## src/rtl/rib_arb.sv

```systemverilog
// rib_arb: fixed-priority (m2 > m0 > m1) three-master arbiter for the core's single RIB slave port.
// Define RIB_ARB_TIMEOUT_EN to enable the watchdog that terminates unacknowledged accesses.
module rib_arb #(
   parameter int ADDR_W  = 32,
   parameter int DATA_W  = 32,
   parameter int TIMEOUT = 255
) (
   input  logic              clk,
   input  logic              rst,

   input  logic              m0_req_i,
   input  logic              m0_we_i,
   input  logic [ADDR_W-1:0] m0_addr_i,
   input  logic [DATA_W-1:0] m0_data_i,
   output logic [DATA_W-1:0] m0_data_o,
   output logic              m0_ack_o,

   input  logic              m1_req_i,
   input  logic              m1_we_i,
   input  logic [ADDR_W-1:0] m1_addr_i,
   input  logic [DATA_W-1:0] m1_data_i,
   output logic [DATA_W-1:0] m1_data_o,
   output logic              m1_ack_o,

   input  logic              m2_req_i,
   input  logic              m2_we_i,
   input  logic [ADDR_W-1:0] m2_addr_i,
   input  logic [DATA_W-1:0] m2_data_i,
   output logic [DATA_W-1:0] m2_data_o,
   output logic              m2_ack_o,

   output logic              s_req_o,
   output logic              s_we_o,
   output logic [ADDR_W-1:0] s_addr_o,
   output logic [DATA_W-1:0] s_data_o,
   input  logic [DATA_W-1:0] s_data_i,
   input  logic              s_ack_i,

   output logic              hold_flag_o,
   output logic              err_o
);

   typedef enum logic {
      S_IDLE = 1'b0,
      S_WAIT = 1'b1
   } state_t;

   state_t      state_q;
   state_t      state_d;
   logic [1:0]  gnt_q;
   logic [1:0]  gnt_d;
   logic [1:0]  sel;
   logic        active;
   logic        done;
   logic        to_fire;
   logic [3:0]  ack_vec;
   logic [DATA_W-1:0] rdata;

   logic [3:0]        req_vec;
   logic [3:0]        we_vec;
   logic [ADDR_W-1:0] addr_arr [4];
   logic [DATA_W-1:0] wdata_arr [4];

   // Index 3 is an unused slot so a 2-bit grant index never selects out of range.
   assign req_vec = {1'b0, m2_req_i, m1_req_i, m0_req_i};
   assign we_vec  = {1'b0, m2_we_i,  m1_we_i,  m0_we_i};

   always_comb begin
      addr_arr[0]  = m0_addr_i;
      addr_arr[1]  = m1_addr_i;
      addr_arr[2]  = m2_addr_i;
      addr_arr[3]  = '0;
      wdata_arr[0] = m0_data_i;
      wdata_arr[1] = m1_data_i;
      wdata_arr[2] = m2_data_i;
      wdata_arr[3] = '0;
   end

`ifdef RIB_ARB_TIMEOUT_EN
   localparam logic [7:0] TO_LAST = 8'(TIMEOUT - 1);
   logic [7:0] cnt_q;
   logic       to_hit;

   assign to_hit = (cnt_q == TO_LAST);

   // Counts WAIT cycles that end still waiting; any exit to IDLE clears it.
   always_ff @(posedge clk) begin
      if (!rst) begin
         cnt_q <= '0;
      end else if (state_q == S_WAIT && state_d == S_WAIT) begin
         cnt_q <= cnt_q + 8'd1;
      end else begin
         cnt_q <= '0;
      end
   end
`endif

   always_ff @(posedge clk) begin
      if (!rst) begin
         state_q <= S_IDLE;
         gnt_q   <= 2'd0;
      end else begin
         state_q <= state_d;
         gnt_q   <= gnt_d;
      end
   end

   // Grant decision and next state; everything is forced quiet while reset is low.
   always_comb begin
      state_d = state_q;
      gnt_d   = gnt_q;
      sel     = 2'd0;
      active  = 1'b0;
      done    = 1'b0;
      to_fire = 1'b0;
      if (rst) begin
         case (state_q)
            S_IDLE: begin
               if (m2_req_i) begin
                  sel    = 2'd2;
                  active = 1'b1;
               end else if (m0_req_i) begin
                  sel    = 2'd0;
                  active = 1'b1;
               end else if (m1_req_i) begin
                  sel    = 2'd1;
                  active = 1'b1;
               end
               if (active) begin
                  if (s_ack_i) begin
                     done = 1'b1;
                  end else begin
                     state_d = S_WAIT;
                     gnt_d   = sel;
                  end
               end
            end
            S_WAIT: begin
               sel    = gnt_q;
               active = req_vec[gnt_q];
               if (!active) begin
                  state_d = S_IDLE;
               end else if (s_ack_i) begin
                  done    = 1'b1;
                  state_d = S_IDLE;
               end
`ifdef RIB_ARB_TIMEOUT_EN
               else if (to_hit) begin
                  to_fire = 1'b1;
                  state_d = S_IDLE;
               end
`endif
            end
            default: state_d = S_IDLE;
         endcase
      end
   end

   always_comb begin
      ack_vec = 4'b0000;
      rdata   = '0;
      if (done) begin
         ack_vec[sel] = 1'b1;
         rdata        = we_vec[sel] ? '0 : s_data_i;
      end else if (to_fire) begin
         ack_vec[sel] = 1'b1;
         rdata        = DATA_W'(32'hDEADBEEF);
      end
   end

   assign s_req_o  = active;
   assign s_we_o   = active & we_vec[sel];
   assign s_addr_o = active ? addr_arr[sel]  : '0;
   assign s_data_o = active ? wdata_arr[sel] : '0;

   assign m0_ack_o  = ack_vec[0];
   assign m1_ack_o  = ack_vec[1];
   assign m2_ack_o  = ack_vec[2];
   assign m0_data_o = ack_vec[0] ? rdata : '0;
   assign m1_data_o = ack_vec[1] ? rdata : '0;
   assign m2_data_o = ack_vec[2] ? rdata : '0;

   // JTAG (m2) waits deliberately never stall the core.
   assign hold_flag_o = rst & ((m0_req_i & ~ack_vec[0]) | (m1_req_i & ~ack_vec[1]));

`ifdef RIB_ARB_TIMEOUT_EN
   assign err_o = to_fire;
`else
   assign err_o = 1'b0;
`endif

endmodule

```

## config.mk

```make
export PLATFORM = sky130hd
export DESIGN_NAME = rib_arb
export DESIGN_NICKNAME = d
export VERILOG_FILES = /design/src/rtl/rib_arb.sv
export SDC_FILE = /design/constraint.sdc
export NUM_CORES = 1
export LEC_CHECK = 0
export CORE_AREA = 2 2 156 158
export DETAILED_ROUTE_END_ITERATION = 7
export DIE_AREA = 0 0 158 160
export HOLD_SLACK_MARGIN = 0.1
export PLACE_DENSITY = 0.53
export SYNTH_ARGS = -nofsm -noshare
export SYNTH_HDL_FRONTEND = slang
export SYNTH_SLANG_ARGS = --single-unit
```

## constraint.sdc

```tcl
create_clock -name clk -period 2.5 [get_ports clk]
set_clock_uncertainty 0.1 [all_clocks]
set_input_delay 0.375 -clock clk [delete_from_list [all_inputs] [get_ports clk]]
set_output_delay 0.375 -clock clk [all_outputs]
set_load 0.005 [all_outputs]
```

==> run summary, run 1 <==
HP Class -> flip-flop to flip-flop
clock root buffer -> clkbuf_16
Max H-tree Level -> 1
CTS tree -> yes
crit path kind -> flip-flop to output pin
Port Buffers -> 398
met3 routed WL -> 1910 microns
Via Count -> 6365
Die Span Y -> 160 microns
CTS buffer count -> 3
detailed placement HPWL -> 18100 microns
most frequent cells in the layout -> clkdlybuf4s50_1, buf_2, nand2_1, buf_4, and3_1
CP Launch Point -> state_q
final setup fails -> 26
register area share after synthesis -> 1.70%
core area -> 0.0238 sq mm
Startpoint Class -> flip-flop
Max FO, Critical Path -> 6
worst relative slew slack -> 64.0%
post-route met1 wirelength -> 10400 microns
Tmin final -> 2.61 ns
period utilization -> 104%
Hold Path Stages -> 3
Yosys cell types -> 35
Worst R2R Start -> state_q
die area -> 0.0253 sq mm
largest net degree at the start of global routing -> 46
R2R depth -> 10
GRT Total Usage -> 18.4%
GR Overflow Total -> 0
Iteration-0 DRC Markers -> 285
Yosys reg bits -> 3
io pins -> 400
vias in the first global route -> 6162
max-cap violations -> 0
die extent in x -> 158 microns
first-pass GRT wire length -> 36200 microns
DRT Wirelength -> 26800 microns
most common cell after layout, fill and taps aside -> clkdlybuf4s50_1
CP arrival -> 2.14 ns
wire per inst -> 19.5 microns
final core utilization -> 41.9%
Max clock buf depth -> 2
share of cells above drive strength 1 -> 49.0%
WHS Endpoint -> gnt_q[0]
RSZ-0062 raised after global routing -> yes
highest metal layer with signal wires -> met4
crit path capture type -> output pin
Syn Std Cell Area -> 0.00352 sq mm
Tot Pwr -> 1.92 mW
reg2reg setup slack -> 0.64 ns
Slew @ Worst Pin -> 0.540 ns
antenna violations before repair -> 1
syn_area_per_cell -> 6.17 sq um
max frequency -> 383 MHz
Skew-Pair Late Insertion Delay -> 0.22 ns
Yosys warnings -> 0
VDD IR max -> 0.150 mV
Detail Route Antenna Nets -> 0
filler cell count in the final layout -> 2464
area delta synth->final -> 183%
GP Congestion -> 0.858
fin nets -> 1281
outcome -> complete, but fails checks
Cells after Synth -> 571
Post-Syn Nets -> 804
Max Slew Vio Count -> 0
Worst-path clk slew -> 0.03 ns
DP Worst Slack -> -0.806 ns
Critical Path RT -> 2.03 ns
met2 wire len -> 13800 microns
drt drc -> 0
design area -> 0.00998 sq mm
row count -> 57
HP Start -> gnt_q[0]
Hold Buf Count CTS -> 0
Area after DPL -> 0.00845 sq mm
Hold Fails Final Rpt -> 0
vias per cell -> 4.64
clk sink count -> 3
Initial Util -> 14.8%
failing checks -> negative setup slack
pwr dens -> 193 mW/mm^2
Leak Pwr -> 4.21 nW
DRT Pass-1 Iters -> 4
setup ws final -> -0.112 ns
FF-to-FF End -> state_q
[repair_timing]
action / in CTS / in global routing
gates cloned: 12 / 8
endpoints found under the setup margin: 166 / 157
pin swaps: 18 / 68
setup buffers: 22 / 48
resized for setup: 507 / 383
[critical path, stage by stage, from the launching register on]
cell and delay (ns):
dfxtp_4 0.38, mux2_4 0.36, a21boi_2 0.13, nand4_1 0.15, buf_12 0.18, buf_8 0.13
buf_12 0.14, nor4_4 0.26, buf_2 0.17
[worst max path at each step]
| stage | to | depth (start not counted) | slack, ns |
|---|---|---|---|
| 6_report | m0_data_o[8] | 8 | -0.11 |
| 3_5_place_dp | s_data_o[18] | 9 | -0.81 |
| 2_1_floorplan | m0_data_o[14] | 6 | 0.38 |
| 4_1_cts | m1_data_o[14] | 7 | -0.33 |
| 3_3_place_gp | s_data_o[18] | 9 | -0.80 |
| 5_1_grt | m1_data_o[17] | 8 | -0.20 |
[metal layers]
| layer | vias up | GRT usage, % |
|---|---|---|
| met2 | 297 | 34.9 |
| li1 | 3065 | - |
| met1 | 2962 | 21.1 |
| met3 | 41 | 3.50 |
| met5 | - | 0 |
| met4 | 0 | 3.52 |
[synth_stat cells, drive strengths merged]
cell type / n / share of area (%)
o21a: 1 / 0.21
nand2b: 1 / 0.18
and3: 65 / 12
nand2: 67 / 7.1
o211a: 1 / 0.28
nor3: 1 / 0.14
o21ai: 68 / 9.7
a32o: 1 / 0.28
mux2i: 1 / 0.28
nor4: 96 / 28
a21oi: 66 / 9.5
and2: 3 / 0.53
dfxtp: 3 / 1.7
nor4b: 1 / 0.43
o31ai: 1 / 0.21
inv: 35 / 3.7
nor2: 4 / 0.43
clkbuf: 45 / 4.8
o21ba: 1 / 0.28
mux2: 1 / 0.43
nand4: 3 / 0.71
nor2b: 2 / 0.35
buf: 36 / 5.3
conb: 1 / 0.11
a22oi: 1 / 0.21
a21boi: 66 / 14
[layout make-up]
class                      instances  area (sq um)  share of cell area (%)
antenna                            1          2.50                  0.0251
clock buffer                       4          78.8                   0.790
inverter                          35           131                    1.32
multi-input combinational        454          4070                    40.8
sequential                         3          63.8                   0.640
tap                              324           405                    4.06
timing repair buffer             551          5220                    52.4
[where the power goes]
part	leakage (nW)	switching, mW	internal, mW
clock network	0.0382	0.0433	0.210
registers	0.0253	0.00442	0.0509
logic	4.15	0.720	0.891
[logic make-up after synthesis]
kind of cell	share of synthesized area, %
buf+inv	13.8
compound gates	34.7
mux	0.710
flops	1.70
other cells	0.106
simple gates	49.0
[metrics by stage]
step	std cells	TNS [ns]	hold slack, ns
global route	1372	-5.92	0.490
finish	1372	-1.45	0.471
global placement	1290	-105.32	0.455
floorplan	571	0	0.347
CTS	1327	-7.93	0.461
detailed placement	1290	-108.61	0.459
[state kept, by name, indices dropped and copies added, names as in the netlist]
signal and cells:
gnt_q 2, state_q 1
No activity file was read; power rests on OpenSTA's default activity.
==> run 2: changes to the inputs <==
--- a/constraint.sdc
+++ b/constraint.sdc
@@ -4,2 +4,2 @@
 set_output_delay 0.375 -clock clk [all_outputs]
-set_load 0.005 [all_outputs]
+set_load 0.02 [all_outputs]
==> run summary, run 2 (synthesis results as in run 1) <==
die area -> 0.0253 sq mm (unchanged)
Tot Pwr -> 1.93 mW (+0.34%)
Initial Util -> 14.8% (unchanged)
Multi-input gate area -> 0.00385 sq mm (-5.5%)
Tmin final -> 2.58 ns (-0.0276 ns)
Final Instance Count excl. Fillers -> 1334 (-2.8%)
drt drc -> 0 (unchanged)
Largest regs -> gnt_q (2), state_q (1)
antenna diode count -> 0 (-1)
CP arrival -> 2.11 ns (-0.03 ns)
CTS tree -> yes
crit path kind -> flip-flop to output pin
hold slack -> 0.489 ns (+0.0182 ns)
worst relative slew slack -> 57.2% (-6.9 points)
DRT Pass-1 Iters -> 4 (unchanged)
Iteration-0 DRC Markers -> 275 (-3.5%)
first-pass GRT wire length -> 33900 microns (-6.4%)
clock root buffer -> clkbuf_16
DRT Wirelength -> 25300 microns (-5.5%)
Max clock buf depth -> 2 (unchanged)
Register Area -> 63.8 sq um (unchanged)
Critical Path RT -> 2.03 ns (about the same)
antenna violations before repair -> 0 (-1)
wire per inst -> 19.0 microns (-2.8%)
Hold Path Stages -> 3 (unchanged)
Top reg by flops -> gnt_q
Die Span Y -> 160 microns (unchanged)
most common cell after layout, fill and taps aside -> clkdlybuf4s50_1
io pins -> 400 (unchanged)
core area -> 0.0238 sq mm (unchanged)
vias in the first global route -> 5928 (-3.8%)
Port Buffers -> 398 (unchanged)
max-cap violations -> 0 (unchanged)
area delta synth->final -> 166%
Worst-path clk slew -> 0.03 ns (about the same)
post-route met1 wirelength -> 9710 microns (-6.8%)
Slew @ Worst Pin -> 0.643 ns (+0.103 ns)
Hold Buf Count CTS -> 0 (unchanged)
HP Start -> gnt_q[0]
pwr dens -> 206 mW/mm^2 (+6.8%)
DP Worst Slack -> -0.849 ns (-0.0432 ns)
most frequent cells in the layout -> clkdlybuf4s50_1, buf_4, nand2_1, and3_1
Max Slew Vio Count -> 0 (unchanged)
period utilization -> 103% (-1.1 points)
R2R depth -> 8 (-2)
FF-to-FF End -> state_q
final core utilization -> 39.4% (-2.5 points)
met2 wire len -> 13200 microns (-4.9%)
Detail Route Antenna Nets -> 0 (unchanged)
GRT Total Usage -> 16.9% (-1.4 points)
GP Congestion -> 0.818 (-4.6%)
HP Class -> flip-flop to flip-flop
detailed placement HPWL -> 18500 microns (+1.9%)
WHS Endpoint -> gnt_q[0]
setup ws final -> -0.0845 ns (+0.0276 ns)
filler cell count in the final layout -> 2542 (+3.2%)
share of cells above drive strength 1 -> 41.3% (-7.7 points)
fin nets -> 1244 (-2.9%)
failing checks -> negative setup slack
highest metal layer with signal wires -> met4
GR Overflow Total -> 0 (unchanged)
Placed Cells -> 1304 (+1.1%)
vias per cell -> 4.62 (-0.37%)
Via Count -> 6166 (-3.1%)
final setup fails -> 31 (+19%)
RSZ-0062 raised after global routing -> yes
Startpoint Class -> flip-flop
largest net degree at the start of global routing -> 55 (+20%)
crit path capture type -> output pin
row count -> 57 (unchanged)
Worst R2R Start -> gnt_q[0]
clk sink count -> 3 (unchanged)
Skew-Pair Late Insertion Delay -> 0.22 ns (about the same)
die extent in x -> 158 microns (unchanged)
CTS buffer count -> 3 (unchanged)
VDD IR max -> 0.142 mV (-5.4%)
reg2reg setup slack -> 0.96 ns (+0.32 ns)
Largest register FFs -> 2 (unchanged)
Max H-tree Level -> 1 (unchanged)
max frequency -> 387 MHz (+1.1%)
met3 routed WL -> 1870 microns (-2.0%)
outcome -> complete, but fails checks
Leak Pwr -> 3.82 nW (-9.3%)
Max FO, Critical Path -> 10 (+4)
Hold Fails Final Rpt -> 0 (unchanged)
[run 2: cell types whose count changed in the layout (fill, tap and decap cells not counted), sizes merged]
cell / delta
clkbuf: -38
buf: +6
dlymetal6s2s: -3
bufbuf: -1
clkdlybuf4s15: +1
clkdlybuf4s50: -1
diode: -1
dlygate4sd2: -1
[run 2: routing by layer]
layer	global-route usage (%)	up-vias
met5	0	-
met4	3.24	0
met3	3.85	35
met2	32.2	283
met1	19.1	2871
li1	-	2977
[run 2: per-stage QoR]
stage	cell area (sq um)	TNS (ns)
after CTS	8470	-3.31
after detailed placement	8440	-123.35
after global placement	8440	-122.92
after floorplan	3520	0
final	9380	-0.738
after global routing	9380	-6.01
[run 2: layout make-up]
class / count / share of cell area, %
Inverter: 35 / 1.40
Multi-Input combinational cell: 454 / 41.0
Timing Repair Buffer: 514 / 51.7
Sequential cell: 3 / 0.681
Tap cell: 324 / 4.32
Clock buffer: 4 / 0.841
[run 2: worst max path at each step]
| stage | startpoint | cells after the start | end |
|---|---|---|---|
| floorplan | state_q | 5 | m0_data_o[2] |
| global placement | m2_req_i | 7 | m1_data_o[8] |
| detailed placement | m2_req_i | 8 | m1_data_o[29] |
| CTS | m2_req_i | 9 | m0_data_o[12] |
| global route | state_q | 8 | m1_data_o[25] |
| finish | state_q | 6 | m0_data_o[14] |
[run 2: report_power, final]
part	internal [mW]	switching (mW)	leakage [nW]
registers	0.0509	0.00429	0.0253
clock network	0.210	0.0399	0.0382
logic	0.822	0.799	3.76
[run 2: worst max-delay path, stage by stage (launching register included)]
cell     delay, ns
dfxtp_4       0.38
mux2_4        0.36
and3_4        0.21
o21a_4        0.28
buf_12        0.19
nor4_4        0.26
buf_4         0.20
[run 2: timing repair]
| action | 4_1_cts | 5_1_grt |
|---|---|---|
| resized for setup | 750 | 280 |
| gates cloned | 5 | 7 |
| pin swaps | 11 | 26 |
| endpoints found under the setup margin | 166 | 163 |
| setup buffers | 10 | 4 |
==> run 3: changes to the inputs <==
MAX_ROUTING_LAYER = met4   (was unset)
==> run summary, run 3 (synthesis results as in run 1) <==
outcome -> complete, but fails checks
failing checks -> negative setup slack
Initial Util -> 14.8% (unchanged)
GR Overflow Total -> 0 (unchanged)
most common cell after layout, fill and taps aside -> clkdlybuf4s50_1
Die Span Y -> 160 microns (unchanged)
Port Buffers -> 398 (unchanged)
Multi-input gate area -> 0.00374 sq mm (-2.7%)
Hold Buf Count CTS -> 0 (unchanged)
die extent in x -> 158 microns (unchanged)
Worst-path clk slew -> 0.03 ns (about the same)
crit path capture -> m1_data_o[22]
Largest regs -> gnt_q (2), state_q (1)
drt drc -> 0 (unchanged)
antenna violations before repair -> 0 (unchanged)
Hold Fails Final Rpt -> 0 (unchanged)
Seq pwr share -> 2.9% (about the same)
Via Count -> 6147 (-0.31%)
Max FO, Critical Path -> 7 (-3)
setup ws final -> -0.139 ns (-0.0544 ns)
Max H-tree Level -> 1 (unchanged)
Leak Pwr -> 3.80 nW (-0.60%)
HP Class -> flip-flop to flip-flop
area delta synth->final -> 163%
CTS buffer count -> 3 (unchanged)
HP Start -> gnt_q[0]
final core utilization -> 38.9% (-0.45 points)
clk sink count -> 3 (unchanged)
FF-to-FF End -> state_q
vias in the first global route -> 5958 (+0.51%)
Fin Setup TNS -> -0.772 ns (-0.0341 ns)
die area -> 0.0253 sq mm (unchanged)
Skew-Pair Late Insertion Delay -> 0.22 ns (about the same)
Tmin final -> 2.64 ns (+0.0544 ns)
Critical Path RT -> 2.03 ns (about the same)
max frequency -> 379 MHz (-2.1%)
NetSw -> 0.833 mW (-1.3%)
pwr dens -> 207 mW/mm^2 (+0.68%)
reg2reg setup slack -> 0.95 ns (about the same)
fin nets -> 1243 (-0.080%)
CP arrival -> 2.16 ns (+0.05 ns)
Placed Cells -> 1304 (unchanged)
io pins -> 400 (unchanged)
DRT Pass-1 Iters -> 4 (unchanged)
Max Slew Vio Count -> 0 (unchanged)
wire per inst -> 18.9 microns (-0.74%)
VDD IR max -> 0.144 mV (+1.7%)
largest net degree at the start of global routing -> 55 (unchanged)
RSZ-0062 raised after global routing -> yes
row count -> 57 (unchanged)
R2R depth -> 8 (unchanged)
final setup fails -> 28 (-9.7%)
detailed placement HPWL -> 18500 microns (unchanged)
worst relative slew slack -> 58.5% (+1.3 points)
Final Instance Count excl. Fillers -> 1333 (-0.075%)
period utilization -> 106% (+2.2 points)
antenna diode count -> 0 (unchanged)
vias per cell -> 4.61 (-0.23%)
share of cells above drive strength 1 -> 41.2% (-0.058 points)
crit path kind -> flip-flop to output pin
Startpoint Class -> flip-flop
Sw Ratio -> 43.4% (-0.35 points)
Largest register FFs -> 2 (unchanged)
clock root buffer -> clkbuf_16
Max clock buf depth -> 2 (unchanged)
GP Congestion -> 0.831 (+1.5%)
Detail Route Antenna Nets -> 0 (unchanged)
hold slack -> 0.493 ns (+0.00401 ns)
P_int -> 1.09 mW (+0.15%)
max-cap violations -> 0 (unchanged)
DRT Wirelength -> 25100 microns (-0.81%)
core area -> 0.0238 sq mm (unchanged)
Clock power frac -> 13.0% (about the same)
Worst R2R Start -> gnt_q[0]
filler cell count in the final layout -> 2556 (+0.55%)
Top reg by flops -> gnt_q
CP Launch Point -> state_q
CTS tree -> yes
crit path capture type -> output pin
most frequent cells in the layout -> clkdlybuf4s50_1, buf_4, nand2_1, and3_1, a21oi_1
Register Area -> 63.8 sq um (unchanged)
first-pass GRT wire length -> 33800 microns (-0.22%)
Gate power share -> 84.1% (about the same)
GRT Total Usage -> 17.4% (+0.51 points)
Slew @ Worst Pin -> 0.623 ns (-0.0200 ns)
Iteration-0 DRC Markers -> 287 (+4.4%)
-- run 3: worst min-delay path by stage --
| stage | slack [ns] | cells past startpoint | to |
|---|---|---|---|
| global placement | 0.45 | 3 | gnt_q[0] |
| global route | 0.53 | 3 | gnt_q[0] |
| floorplan | 0.35 | 1 | state_q |
| detailed placement | 0.46 | 3 | gnt_q[0] |
| finish | 0.49 | 3 | gnt_q[0] |
| CTS | 0.47 | 3 | gnt_q[0] |
-- run 3: through the flow --
| stage | area, sq um | setup WS [ns] | power [mW] |
|---|---|---|---|
| after global placement | 8440 | -0.851 | 1.48 |
| final | 9270 | -0.139 | 1.92 |
| after floorplan | 3520 | 0.0478 | 0.634 |
| after CTS | 8470 | -0.0966 | 1.76 |
| after detailed placement | 8440 | -0.849 | 1.48 |
| after global routing | 9270 | -0.195 | 2.03 |
-- run 3: timing repair --
action                                  CTS  global route
pin swaps                                11            25
gates resized for setup                 750           260
endpoints found under the setup margin  166           163
setup buffers                            10             3
gates cloned                              5             7
-- run 3: layout make-up --
class                      count  area share, %
inverter                      35           1.42
sequential                     3          0.689
multi-input combinational    454           40.4
tap                          324           4.37
timing repair buffer         513           52.3
clock buffer                   4          0.851
-- run 3: routing by layer --
metal / up-vias / global-route usage (%) / routed length (microns)
li1: 2972 / - / -
met1: 2856 / 19.7 / 9860
met2: 289 / 32.3 / 13100
met3: 30 / 2.82 / 1640
met4: 0 / 3.11 / 540
met5: - / - / 0
-- run 3: power by group through the flow --
stage | Clock [mW] | Sequential [mW] | Combinational, mW
after detailed placement | 0 | 0.0554 | 1.43
final | 0.250 | 0.0553 | 1.61
after floorplan | 0 | 0.0548 | 0.579
after CTS | 0.254 | 0.0545 | 1.45
after global placement | 0 | 0.0553 | 1.43
after global routing | 0.259 | 0.0559 | 1.71
-- run 3: critical path: stages, from the launching register on --
cell and delay (ns):
dfxtp_4 0.36, and2_4 0.15, buf_6 0.12, a21oi_2 0.16, buf_4 0.16, nand4_4 0.19
clkbuf_16 0.24, nor4_2 0.36, buf_4 0.21
